## src/rtl/dpram_stream_fifo_pkg.sv

```systemverilog
// Shared definitions for the dual-port-RAM streaming FIFO controller.
//   ADDR_W_DEF / DATA_W_DEF : default RAM address and data widths
//   level_width()           : width of the occupancy count for a given ADDR_W
package dpram_stream_fifo_pkg;

  localparam int unsigned ADDR_W_DEF = 6;
  localparam int unsigned DATA_W_DEF = 8;

  // Occupancy reaches DEPTH+2 at most, which fits in ADDR_W+1 bits for ADDR_W >= 2.
  function automatic int unsigned level_width(input int unsigned addr_w);
    return addr_w + 1;
  endfunction

endpackage

```

## src/rtl/dpram_skid2.sv

```systemverilog
// Two-entry output skid buffer with valid/ready handshake.
//   clk, rst_n       : clock, asynchronous active-low reset
//   flush            : synchronous clear; drops any word captured this cycle
//   in_valid/in_data : word to capture (no ready; the producer guarantees room)
//   out_valid/out_ready/out_data : registered head of the buffer
//   cnt              : number of words held (0..2)
module dpram_skid2
  import dpram_stream_fifo_pkg::*;
#(
  parameter int unsigned DATA_W = DATA_W_DEF
) (
  input  logic              clk,
  input  logic              rst_n,
  input  logic              flush,
  input  logic              in_valid,
  input  logic [DATA_W-1:0] in_data,
  output logic              out_valid,
  input  logic              out_ready,
  output logic [DATA_W-1:0] out_data,
  output logic [1:0]        cnt
);

  logic [DATA_W-1:0] head_q, head_d;
  logic [DATA_W-1:0] tail_q, tail_d;
  logic [1:0]        cnt_q, cnt_d;
  logic              pop;
  logic [1:0]        occ_after_pop;

  always_comb begin
    head_d        = head_q;
    tail_d        = tail_q;
    cnt_d         = cnt_q;
    pop           = (cnt_q != 2'd0) & out_ready;
    occ_after_pop = cnt_q - {1'b0, pop};
    if (flush) begin
      head_d = '0;
      tail_d = '0;
      cnt_d  = '0;
    end else begin
      if (pop) head_d = tail_q;
      // The incoming word lands in the first free slot after this cycle's pop.
      if (in_valid) begin
        if (occ_after_pop == 2'd0) head_d = in_data;
        else                       tail_d = in_data;
      end
      cnt_d = cnt_q + {1'b0, in_valid} - {1'b0, pop};
    end
  end

  always_ff @(posedge clk or negedge rst_n) begin
    if (!rst_n) begin
      head_q <= '0;
      tail_q <= '0;
      cnt_q  <= '0;
    end else begin
      head_q <= head_d;
      tail_q <= tail_d;
      cnt_q  <= cnt_d;
    end
  end

  assign out_valid = (cnt_q != 2'd0);
  assign out_data  = head_q;
  assign cnt       = cnt_q;

endmodule

```

## src/rtl/dpram_stream_fifo.sv

```systemverilog
// Streaming FIFO controller in front of an external 2**ADDR_W x DATA_W
// dual-port RAM with 1-cycle registered read.
//   clk, rst_n, flush                 : clock, async active-low reset, sync clear
//   in_valid/in_ready/in_data         : write stream, becomes RAM port-A writes
//   out_valid/out_ready/out_data      : first-word-fall-through output stream
//   level                             : words held (RAM + read in flight + skid)
//   ram_we_a/ram_addr_a/ram_data_a    : RAM port A (write)
//   ram_we_b/ram_addr_b/ram_data_b    : RAM port B (read only, write tied off)
//   ram_q_b                           : RAM port-B read data, one cycle after address
module dpram_stream_fifo
  import dpram_stream_fifo_pkg::*;
#(
  parameter int unsigned ADDR_W = ADDR_W_DEF,
  parameter int unsigned DATA_W = DATA_W_DEF
) (
  input  logic                           clk,
  input  logic                           rst_n,
  input  logic                           flush,
  input  logic                           in_valid,
  output logic                           in_ready,
  input  logic [DATA_W-1:0]              in_data,
  output logic                           out_valid,
  input  logic                           out_ready,
  output logic [DATA_W-1:0]              out_data,
  output logic [level_width(ADDR_W)-1:0] level,
  output logic                           ram_we_a,
  output logic [ADDR_W-1:0]              ram_addr_a,
  output logic [DATA_W-1:0]              ram_data_a,
  output logic                           ram_we_b,
  output logic [ADDR_W-1:0]              ram_addr_b,
  output logic [DATA_W-1:0]              ram_data_b,
  input  logic [DATA_W-1:0]              ram_q_b
);

  localparam int unsigned DEPTH = 2 ** ADDR_W;
  localparam int unsigned LVL_W = level_width(ADDR_W);

  logic [ADDR_W-1:0] wr_ptr_q, wr_ptr_d;
  logic [ADDR_W-1:0] rd_ptr_q, rd_ptr_d;
  logic [ADDR_W-1:0] addr_b_q, addr_b_d;
  logic [LVL_W-1:0]  ram_cnt_q, ram_cnt_d;
  logic              inflight_q, inflight_d;
  logic [1:0]        skid_cnt;
  logic              push, pop, rd;
  logic [2:0]        pending;

  always_comb begin
    in_ready = (ram_cnt_q < LVL_W'(DEPTH)) & ~flush;
    push     = in_valid & in_ready;
    pop      = out_valid & out_ready;
    // Skid slots that will be committed once this cycle's pop retires.
    pending  = {1'b0, skid_cnt} + {2'b0, inflight_q} - {2'b0, pop};
    rd       = (ram_cnt_q != '0) & (pending < 3'd2) & ~flush;

    wr_ptr_d   = wr_ptr_q;
    rd_ptr_d   = rd_ptr_q;
    addr_b_d   = addr_b_q;
    ram_cnt_d  = ram_cnt_q;
    inflight_d = 1'b0;
    if (flush) begin
      wr_ptr_d  = '0;
      rd_ptr_d  = '0;
      addr_b_d  = '0;
      ram_cnt_d = '0;
    end else begin
      // DEPTH is a power of two, so pointer wrap is the natural overflow.
      if (push) wr_ptr_d = wr_ptr_q + 1'b1;
      if (rd) begin
        rd_ptr_d = rd_ptr_q + 1'b1;
        addr_b_d = rd_ptr_q;
      end
      ram_cnt_d  = ram_cnt_q + LVL_W'(push) - LVL_W'(rd);
      inflight_d = rd;
    end
  end

  always_ff @(posedge clk or negedge rst_n) begin
    if (!rst_n) begin
      wr_ptr_q   <= '0;
      rd_ptr_q   <= '0;
      addr_b_q   <= '0;
      ram_cnt_q  <= '0;
      inflight_q <= 1'b0;
    end else begin
      wr_ptr_q   <= wr_ptr_d;
      rd_ptr_q   <= rd_ptr_d;
      addr_b_q   <= addr_b_d;
      ram_cnt_q  <= ram_cnt_d;
      inflight_q <= inflight_d;
    end
  end

  assign ram_we_a   = push;
  assign ram_addr_a = wr_ptr_q;
  assign ram_data_a = push ? in_data : '0;
  assign ram_we_b   = 1'b0;
  assign ram_data_b = '0;
  assign ram_addr_b = rd ? rd_ptr_q : addr_b_q;
  assign level      = ram_cnt_q + LVL_W'(inflight_q) + LVL_W'(skid_cnt);

  // Flush also drops the capture of a read issued before the flush cycle.
  dpram_skid2 #(
    .DATA_W (DATA_W)
  ) u_skid (
    .clk       (clk),
    .rst_n     (rst_n),
    .flush     (flush),
    .in_valid  (inflight_q),
    .in_data   (ram_q_b),
    .out_valid (out_valid),
    .out_ready (out_ready),
    .out_data  (out_data),
    .cnt       (skid_cnt)
  );

endmodule

```

## config.mk

```make
export PLATFORM = sky130hd
export DESIGN_NAME = dpram_stream_fifo
export DESIGN_NICKNAME = d
export VERILOG_FILES = /design/src/rtl/dpram_stream_fifo_pkg.sv /design/src/rtl/dpram_skid2.sv /design/src/rtl/dpram_stream_fifo.sv
export SDC_FILE = /design/constraint.sdc
export NUM_CORES = 1
export LEC_CHECK = 0
export ABC_CLOCK_PERIOD_IN_PS = 6250
export CAP_MARGIN = 20
export CORE_ASPECT_RATIO = 0.5
export CORE_MARGIN = 2
export CORE_UTILIZATION = 53
export DETAILED_ROUTE_END_ITERATION = 6
export PLACE_DENSITY = 0.83
export SLEW_MARGIN = 20
export SYNTH_ARGS = -nofsm -noshare
export SYNTH_HDL_FRONTEND = slang
export SYNTH_SLANG_ARGS = --single-unit
```

## constraint.sdc

```tcl
create_clock -name clk -period 6.25 [get_ports clk]
set_input_delay 0.9375 -clock clk [delete_from_list [all_inputs] [get_ports clk]]
set_output_delay 0.9375 -clock clk [all_outputs]
set_load 0.05 [all_outputs]
```

==> results by group, run 1 <==
STA
  • Worst Clk Skew: 11.7 ps
  • Worst-Margin Slew: 649 ps
  • Final hold slack: 479 ps
  • Final Max Tran Viols: 0
  • RSZ-0062 raised after global routing: no
  • Finish-stage setup viols: 0
  • Fin. Hold Viols: 0
  • Fmax: 182 MHz
  • Setup TNS: 0 ps
  • Slew headroom: 56.6%
  • Fin crit share: 87.8%
  • Tmin final: 5490 ps

Power and ir drop
  • PwrDens: 520 nW/um^2
  • Share of power burned in registers: around a quarter
  • Max VDD drop: around 0.36 mV
  • Internal: slightly above 0.9 mW
  • Overall power: roughly 1.8 mW
  • Switching Share: 48.6%
  • Switching power total: 0.864 mW
  • Leak: 1.66 nW
  • Combinational share of power: between 60 and 70%
  • Clk pwr share: around an eighth

Critical path
  • R2R Path End: ram_cnt_q[6]$_DFF_PN0_
  • Critical Path Fanout Max: 16
  • Reg2reg path depth: 20
  • Worst R2R Start: u_skid.cnt[1]$_DFF_PN0_
  • WP data required: 5310 ps
  • Kind of critical path: primary input to output port
  • R2r setup slk: 1740 ps
  • CP Capture Type: output port
  • Worst Path Arrival: 4550 ps
  • Setup crit start kind: primary input

Yosys
  • Leading area contributor after synthesis: dfrtp_1
  • Yosys warnings: 0
  • Mean area per synthesized cell: 10.2 sq um
  • Sequential area share after synthesis: 40.3%
  • Mapped Area: 2730 sq um
  • Unique cell type count in the Yosys netlist: 47
  • Count leader, synth: dfrtp_1
  • Prevailing post-synth register cell: dfrtp_1
  • EDFF count, synth: 0
  • Async S/R FF share, synth: 100%
  • Post-synth top cells: dfrtp_1 (44), nor2_1 (39), mux2i_1 (24), inv_1 (21), ha_1 (16)
  • Synth Instances: 268
  • Synth top area share: 40.3%
  • Yosys reg bits: 44
  • Top cells by area, synth: dfrtp_1 (40%), mux2i_1 (8.8%), ha_1 (7.3%), nor2_1 (5.4%), mux2_4 (3.3%)

Clocking
  • Root Driver: clkbuf_8
  • Resized Gates After CTS: 0
  • Post-CTS setup buffers: 0
  • Hold-fix buffers at CTS: 0
  • Clk pin slew, worst setup/hold paths: 80 ps
  • Worst skew pair latency: 310 ps
  • CTS H-tree lvls: 2
  • Max Buffers Root-to-Sink: 2
  • CTS sink cnt: 44
  • Number of buffers created by CTS: 5
  • CTS tree: yes

Detailed routing
  • DRC viols: 0
  • Vias/cell: 5.23
  • Antenna Nets Post-Route: 0
  • DRT Pass-1 Iters: 4
  • Post-Route WL: 5710 microns
  • Initial DRC count: 18
  • Via count: 2,061
  • Routed WL per cell: 14.5 microns

Floorplan
  • Die area: roughly 5800 sq um
  • Core area: slightly below 5000 sq um
  • I/O Pins: 68
  • Die width: 105 microns
  • Starting Density: 55.3%
  • Num rows: 18
  • Die Span Y: 54.7 microns

Cells and area
  • Fin cells: 394
  • Ant. Diodes: 0
  • Layout cell share with drive strength beyond 1: 9.26%
  • Layout overhead on the synthesized area: 25.4%
  • Filler cell count: 385
  • Layout net count: 364

Placed design
  • Routability cong.: about 0.83
  • Port Buffer Count: slightly below 60
  • DP HPWL: 4080 microns
  • Placed cell count: a little under 400

Job
  • Max cap viols: 0

Worst hold path
  • Hold path endpoint: ram_addr_a[5]$_DFFE_PN0P_
  • Hold path start: ram_addr_a[5]$_DFFE_PN0P_
  • Hold crit path type: register to register
  • Hold depth: 1

Global routing
  • Tot GR Track Use: 21.9%
  • Vias in the first global route: 2,021
  • Initial antenna violation count: 0
  • Largest net degree at the start of global routing: 49
  • Grt total ovfl: 0
  • First-pass GRT wire length: roughly 9600 microns

Run status
  • Status: finished clean
## power groups by stage
stage | registers (mW) | clock network [mW] | logic (mW)
after global placement | 0.429 | 0 | 1.09
after CTS | 0.430 | 0.225 | 1.13
after global routing | 0.441 | 0.234 | 1.23
after floorplan | 0.490 | 0 | 0.829
after detailed placement | 0.434 | 0 | 1.12
final | 0.431 | 0.221 | 1.13
## state kept, by name (all words and copies together), names as in the netlist
register / count
inflight_q: 1
ram_cnt_q: 7
u_skid.cnt: 2
rd_ptr_q: 6
u_skid.out_data: 8
addr_b_q: 6
ram_addr_a: 6
u_skid.tail_q: 8
## worst max path at each step
| stage | start | to | slack, ps | depth (start not counted) |
|---|---|---|---|---|
| 3_5_place_dp | out_ready | ram_addr_b[0] | 730 | 13 |
| 4_1_cts | out_ready | ram_addr_b[0] | 720 | 13 |
| 3_3_place_gp | out_ready | ram_addr_b[1] | 900 | 13 |
| 5_1_grt | out_ready | ram_addr_b[0] | 580 | 13 |
| 6_report | out_ready | ram_addr_b[0] | 760 | 13 |
| 2_1_floorplan | u_skid.cnt[1]$_DFF_PN0_ | ram_cnt_q[6]$_DFF_PN0_ | 1670 | 21 |
## cell type report
type	instances	area, sq um	share of cell area (%)
sequential	44	1100	32.2
clock inverter	3	42.5	1.24
inverter	21	78.8	2.30
multi-input combinational	191	1450	42.4
tap	70	87.6	2.56
timing repair buffer	60	593	17.3
clock buffer	5	68.8	2.01
## through the flow
step | area [sq um] | setup slack (ps) | utilization, %
2_1_floorplan | 2760 | 1670 | -
3_3_place_gp | 3300 | 898 | 67.0
3_5_place_dp | 3300 | 733 | 67.0
4_1_cts | 3410 | 724 | 69.2
5_1_grt | 3420 | 581 | 69.4
6_report | 3420 | 764 | 69.4
## cell usage in the layout (no fill, tap or decap), drive strengths merged, types with 5 or more instances in the layout
| cell | count |
|---|---|
| xor2 | 6 |
| a211oi | 10 |
| nor2b | 7 |
| xnor2 | 7 |
| conb | 9 |
| mux2 | 7 |
| mux2i | 24 |
| and2 | 9 |
| inv | 21 |
| nor2 | 39 |
| clkdlybuf4s50 | 57 |
| o21ai | 5 |
| ha | 16 |
| nand4 | 5 |
| dfrtp | 44 |
| clkbuf | 5 |
| nand2 | 9 |
## critical path, stage by stage
cell             delay, ps
clkdlybuf4s50_1        500
nand2_2                190
nor2_1                 240
or2_2                  150
ha_1                   120
inv_1                   50
fa_1                   380
xor2_1                 180
a211oi_4               220
buf_4                  260
and2_4                 270
mux2_4                 320
clkdlybuf4s50_1        700
## logic make-up after synthesis
family          count (synthesis)  share of synthesized area (%)
fa+ha+maj                      20                           10.3
other cells                     1                          0.137
mux                            31                           12.5
flops                          44                           40.3
simple gates                   88                           16.6
xor+xnor                       13                           4.17
compound gates                 30                           8.21
buf+inv                        41                           7.79
## per-layer routing
| metal | wire (microns) | up-vias | GRT usage [%] | part of all wire [%] |
|---|---|---|---|---|
| li1 | - | 992 | - | - |
| met3 | 237 | 9 | 4.52 | 4.1 |
| met4 | 68 | 0 | 7.78 | 1.2 |
| met2 | 2870 | 48 | 41.0 | 50 |
| met5 | 0 | - | 0 | 0 |
| met1 | 2540 | 1012 | 26.2 | 44 |
Power figures use the tool's default switching activity.
==> inputs of run 2 (changes only) <==
--- a/config.mk
+++ b/config.mk
@@ -13,5 +13,4 @@
 export DETAILED_ROUTE_END_ITERATION = 6
 export PLACE_DENSITY = 0.83
-export SLEW_MARGIN = 20
 export SYNTH_ARGS = -nofsm -noshare
 export SYNTH_HDL_FRONTEND = slang
==> constraint.sdc (replaced) <==
create_clock -name clk -period 6.25 [get_ports clk]
set_input_delay 0.9375 -clock clk [delete_from_list [all_inputs] [get_ports clk]]
set_output_delay 0.9375 -clock clk [all_outputs]
set_load 0.1 [all_outputs]
==> results by group, run 2 (synthesis gave the netlist of run 1 again) <==
Run status
  • Status: finished clean

Cells and area
  • Layout overhead on the synthesized area: 24.0%
  • Layout cell share with drive strength beyond 1: 13.5% (+4.2 points)
  • Commonest non-fill, non-tap cells in the layout: dfrtp_1 (44), clkdlybuf4s50_1 (42), nor2_1 (39)
  • Ant. Diodes: 0 (unchanged)
  • Most common cell after layout, fill and taps aside: dfrtp_1
  • Layout net count: 366 (+0.55%)
  • Register area: 1100 sq um (unchanged)
  • Area of the multi-input gates: 1450 sq um (-0.34%)
  • Final Cell Area: 3380 sq um (-1.1%)
  • Filler cell count: 404 (+4.9%)

Global routing
  • First-pass GRT wire length: 9080 microns (-5.1%)
  • Grt total ovfl: 0 (unchanged)
  • Tot GR Track Use: 20.4% (-1.6 points)
  • Largest net degree at the start of global routing: 45 (-8.2%)
  • Initial antenna violation count: 0 (unchanged)
  • Vias in the first global route: 1,951 (-3.5%)

STA
  • Fin. Hold Viols: 0 (unchanged)
  • Tmin final: 4990 ps (-497 ps)
  • Setup TNS: 0 ps (unchanged)
  • Fin crit share: 79.8% (-8.0 points)
  • RSZ-0062 raised after global routing: no
  • Finish-stage setup viols: 0 (unchanged)
  • Worst-Margin Slew: 985 ps (+337 ps)
  • Slew headroom: 34.1% (-22 points)
  • Worst Clk Skew: 6.63 ps (-5.08 ps)
  • Final Max Tran Viols: 0 (unchanged)
  • Fmax: 200 MHz (+10%)

Worst hold path
  • Hold crit path type: primary input to asynchronous set/reset pin

Critical path
  • Max incr delay on CP: 490 ps (-210 ps)
  • Setup crit start kind: primary input
  • Crit path capture: ram_addr_b[1]
  • Delay-heaviest family, CP: buffers and inverters
  • Critical path origin: out_ready
  • Most frequent CP cell: buf_4
  • Bufs and invs on worst path: 4 (unchanged)
  • Kind of critical path: primary input to output port
  • Crit path cell chain: clkdlybuf4s50_1 -> nand2_2 -> nor2_1 -> or2_2 -> ha_1 -> inv_1 -> fa_1 -> xor2_1 -> a211oi_4 -> buf_4 -> and2_4 -> mux2_4 -> buf_4
  • Slowest stage cell, crit path: clkdlybuf4s50_1
  • CP Capture Type: output port
  • R2R Path End: ram_cnt_q[6]$_DFF_PN0_
  • Reg2reg path depth: 20 (unchanged)
  • R2r setup slk: 1710 ps (-30 ps)
  • Worst R2R Start: u_skid.cnt[1]$_DFF_PN0_
  • Worst Path Arrival: 4050 ps (-500 ps)
  • Stages on the worst setup path: 13 (unchanged)
  • Critical Path Fanout Max: 16 (unchanged)
  • WP data required: 5310 ps (about the same)

Clocking
  • CTS sink cnt: 44 (unchanged)
  • Root Driver: clkbuf_8
  • Post-CTS setup buffers: 0 (unchanged)
  • CTS tree: yes
  • Worst skew pair latency: 300 ps (about the same)
  • Hold-fix buffers at CTS: 0 (unchanged)
  • Resized Gates After CTS: 0 (unchanged)
  • Max Buffers Root-to-Sink: 2 (unchanged)
  • Clk pin slew, worst setup/hold paths: 80 ps (about the same)
  • Number of buffers created by CTS: 5 (unchanged)
  • CTS H-tree lvls: 2 (unchanged)

Placed design
  • Port Buffer Count: 58 (unchanged)
  • Routability cong.: 0.828 (-0.54%)
  • Dpl cell area: 3270 sq um (-0.91%)
  • DP HPWL: 4160 microns (+1.9%)

Detailed routing
  • DRT Pass-1 Iters: 4 (unchanged)
  • Via count: 2,044 (-0.82%)
  • Antenna Nets Post-Route: 0 (unchanged)
  • Vias/cell: 5.16 (-1.3%)
  • DRC viols: 0 (unchanged)
  • Initial DRC count: 59 (+41)
  • Post-Route WL: 5690 microns (-0.44%)
  • Routed WL per cell: 14.4 microns (-0.94%)

Floorplan
  • Core area: 4930 sq um (unchanged)
  • Num rows: 18 (unchanged)
  • Die area: 5770 sq um (unchanged)
  • Starting Density: 55.3% (unchanged)
  • Die Span Y: 54.7 microns (unchanged)
  • Die width: 105 microns (unchanged)
  • I/O Pins: 68 (unchanged)

Job
  • Max cap viols: 0 (unchanged)
run 2: area by class of cell:
class | instances | area share, %
multi-input cells | 191 | 42.7
flip-flops and latches | 44 | 32.5
inverters | 21 | 2.33
clock buffers | 8 | 2.66
repair buffers | 62 | 17.2
well taps | 70 | 2.59
run 2: layer usage:
layer | GRT usage, % | wire, microns | share of wire [%] | vias up
met5 | 0 | 0 | 0 | -
met4 | 5.11 | 40 | 0.70 | 0
met3 | 4.05 | 269 | 4.7 | 7
met2 | 35.5 | 2710 | 48 | 52
met1 | 26.9 | 2670 | 47 | 988
li1 | - | - | - | 997
run 2: how the worst min path moves through the flow:
| stage | endpoint | slack (ps) | cells past startpoint |
|---|---|---|---|
| floorplan | addr_b_q[0]$_DFF_PN0_ | 490 | 2 |
| global placement | ram_addr_a[5]$_DFFE_PN0P_ | 470 | 1 |
| detailed placement | ram_addr_a[5]$_DFFE_PN0P_ | 470 | 1 |
| CTS | ram_addr_a[5]$_DFFE_PN0P_ | 480 | 1 |
| global route | addr_b_q[5]$_DFF_PN0_ | 420 | 1 |
| finish | addr_b_q[5]$_DFF_PN0_ | 430 | 1 |
run 2: stage by stage:
stage / cells / hold WS, ps / worst slack, ps / utilization, %
3_5_place_dp: 387 / 468 / 1110 / 66.4
5_1_grt: 396 / 421 / 1110 / 68.6
6_report: 396 / 426 / 1260 / 68.6
3_3_place_gp: 386 / 467 / 1280 / 66.2
4_1_cts: 395 / 480 / 1240 / 68.2
2_1_floorplan: 276 / 486 / 1180 / -
run 2: worst register-to-register path, delay by kind of cell (launching register included):
family	cells	cell delay (ps)
AND/OR/NAND/NOR	8	1500
adder cells (fa/ha/maj)	5	1300
flip-flops	1	570
buffers and inverters	4	430
AO/OA/AOI/OAI	2	430
XOR/XNOR	1	180
Power of run 2 is not shown: default switching activity piles up to over one toggle a cycle in this logic, so the estimate is an artifact.
==> inputs of run 3 (changes only) <==
Settings changed: ABC_CLOCK_PERIOD_IN_PS 6250 to 4150, CORE_UTILIZATION 53 to 45, PLACE_DENSITY 0.83 to 0.75.
Clock period 6.25 ns to 4.15 ns, I/O delays scaled along.
==> results by group, run 3 (synthesis gave the netlist of run 1 again) <==
Cells and area
  • Layout net count: 371 (+1.4%)
  • Filler cell count: 460 (+14%)
  • Most common cell after layout, fill and taps aside: dfrtp_1
  • Final Cell Area: 3700 sq um (+9.3%)
  • Ant. Diodes: 0 (unchanged)
  • Layout overhead on the synthesized area: 35.5%
  • Commonest non-fill, non-tap cells in the layout: dfrtp_1 (44), nor2_1 (39), clkdlybuf4s50_1 (34)
  • Layout cell share with drive strength beyond 1: 17.5% (+4.0 points)
  • Final Util: 65.4% (-3.2 points)
  • Fin cells: 404 (+2.0%)

Placed design
  • Dpl cell area: 3500 sq um (+6.9%)
  • DP HPWL: 4200 microns (+1.0%)
  • Placed cell count: 395 (+2.1%)
  • Routability cong.: 0.822 (-0.72%)
  • Port Buffer Count: 58 (unchanged)

Floorplan
  • I/O Pins: 68 (unchanged)
  • Num rows: 19 (+1)
  • Die Span Y: 59.1 microns (+7.9%)
  • Die area: 6740 sq um (+17%)
  • Die width: 114 microns (+8.2%)
  • Starting Density: 48.2% (-7.1 points)
  • Core area: 5660 sq um (+15%)

Clocking
  • Clk pin slew, worst setup/hold paths: 60 ps (-20 ps)
  • CTS H-tree lvls: 2 (unchanged)
  • Post-CTS setup buffers: 0 (unchanged)
  • Number of buffers created by CTS: 5 (unchanged)
  • Max Buffers Root-to-Sink: 2 (unchanged)
  • CTS sink cnt: 44 (unchanged)
  • Root Driver: clkbuf_16
  • Worst skew pair latency: 280 ps (-20 ps)
  • CTS tree: yes
  • Hold-fix buffers at CTS: 0 (unchanged)
  • Resized Gates After CTS: 0 (unchanged)

STA
  • Fin crit share: 91.6%
  • Final Max Tran Viols: 0 (unchanged)
  • RSZ-0062 raised after global routing: no
  • Worst Clk Skew: 2.90 ps (-3.73 ps)
  • Slew headroom: 34.6% (+0.46 points)
  • Fmax: between 200 and 300 MHz
  • Tmin final: between 3000 and 4000 ps
  • Fin. Hold Viols: 0 (unchanged)
  • Finish-stage setup viols: 0 (unchanged)
  • Worst-Margin Slew: 979 ps (-6.80 ps)

Detailed routing
  • Post-Route WL: 5970 microns (+4.9%)
  • Antenna Nets Post-Route: 0 (unchanged)
  • Vias/cell: 5.29 (+2.4%)
  • Routed WL per cell: 14.8 microns (+2.8%)
  • DRC viols: 0 (unchanged)
  • DRT Pass-1 Iters: 4 (unchanged)
  • Via count: 2,136 (+4.5%)
  • Initial DRC count: 136 (+130%)

Global routing
  • Grt total ovfl: 0 (unchanged)
  • Vias in the first global route: 2,170 (+11%)
  • Initial antenna violation count: 0 (unchanged)
  • Largest net degree at the start of global routing: 48 (+6.7%)
  • Tot GR Track Use: 19.1% (-1.2 points)
  • First-pass GRT wire length: 10,200 microns (+12%)

Run status
  • Status: finished clean

Critical path
  • Kind of critical path: register to register
  • Setup crit start kind: register
  • Critical Path Fanout Max: 4 (-12)
  • Reg2reg path depth: 19 (-5.0%)
  • Worst Path Arrival: 4020 ps (-30 ps)
  • CP Capture Type: register
  • WP data required: 4370 ps (-940 ps)
  • Worst R2R Start: u_skid.cnt[0]$_DFF_PN0_
  • Critical path origin: u_skid.cnt[0]$_DFF_PN0_

Worst hold path
  • Hold crit path type: primary input to asynchronous set/reset pin

Job
  • Max cap viols: 0 (unchanged)
run 3: cell types whose count changed in the layout (fill, tap and decap cells not counted):
cell and delta:
clkbuf_16 +5, clkinv_4 +1, buf_12 +15, clkbuf_8 -5
nand2_8 +1, nand2_2 -1, clkbuf_1 -2, bufinv_16 +1
buf_4 -3, dlymetal6s2s_1 +1, clkdlybuf4s50_1 -8
run 3: final timing paths:
path                       slack (ps)                            to
hold reg to reg                   480     ram_addr_a[5]$_DFFE_PN0P_
setup / recovery                  350        ram_cnt_q[6]$_DFF_PN0_
hold / removal                    150        ram_cnt_q[3]$_DFF_PN0_
min in group clk                  480     ram_addr_a[5]$_DFFE_PN0P_
max in group asynchronous        3570  u_skid.out_data[1]$_DFF_PN0_
setup reg to reg                  350        ram_cnt_q[6]$_DFF_PN0_
run 3: routing by layer:
metal | track usage, % | vias up | wire length, microns
met5 | 0 | - | 0
met4 | 6.27 | 0 | 92
met3 | 4.09 | 11 | 304
met2 | 34.9 | 67 | 3040
met1 | 23.1 | 1058 | 2530
li1 | - | 1000 | -
run 3: worst max-delay path, cell delays in order, from the launching register on:
cell and delay (ps):
dfrtp_1 400, or2_2 340, nand2_8 90, nor2_1 50, or2_2 270, ha_1 180, inv_1 70, fa_1 430
inv_1 110, a211oi_4 40, and2_4 170, ha_1 260, inv_1 40, ha_1 190, inv_1 80, fa_1 190
nor2b_1 60, o311a_1 320, or3_1 350, nand3_1 90
run 3: area by class of cell:
| class | instances | area (sq um) | area share [%] |
|---|---|---|---|
| Tap cell | 73 | 91.3 | 2.47 |
| Clock inverter | 2 | 38.8 | 1.05 |
| Clock buffer | 6 | 139 | 3.76 |
| Sequential cell | 44 | 1100 | 29.8 |
| Inverter | 21 | 78.8 | 2.13 |
| Timing Repair Buffer | 67 | 791 | 21.4 |
| Multi-Input combinational cell | 191 | 1460 | 39.4 |
run 3: per-stage QoR:
stage               setup slack, ps  setup TNS [ps]  hold slack (ps)
floorplan                      23.3               0              327
global placement               18.2               0              463
detailed placement             -125            -221              470
CTS                             113               0              479
global route                    118               0              143
finish                          348               0              146
Power of run 3 is left out for the same reason.
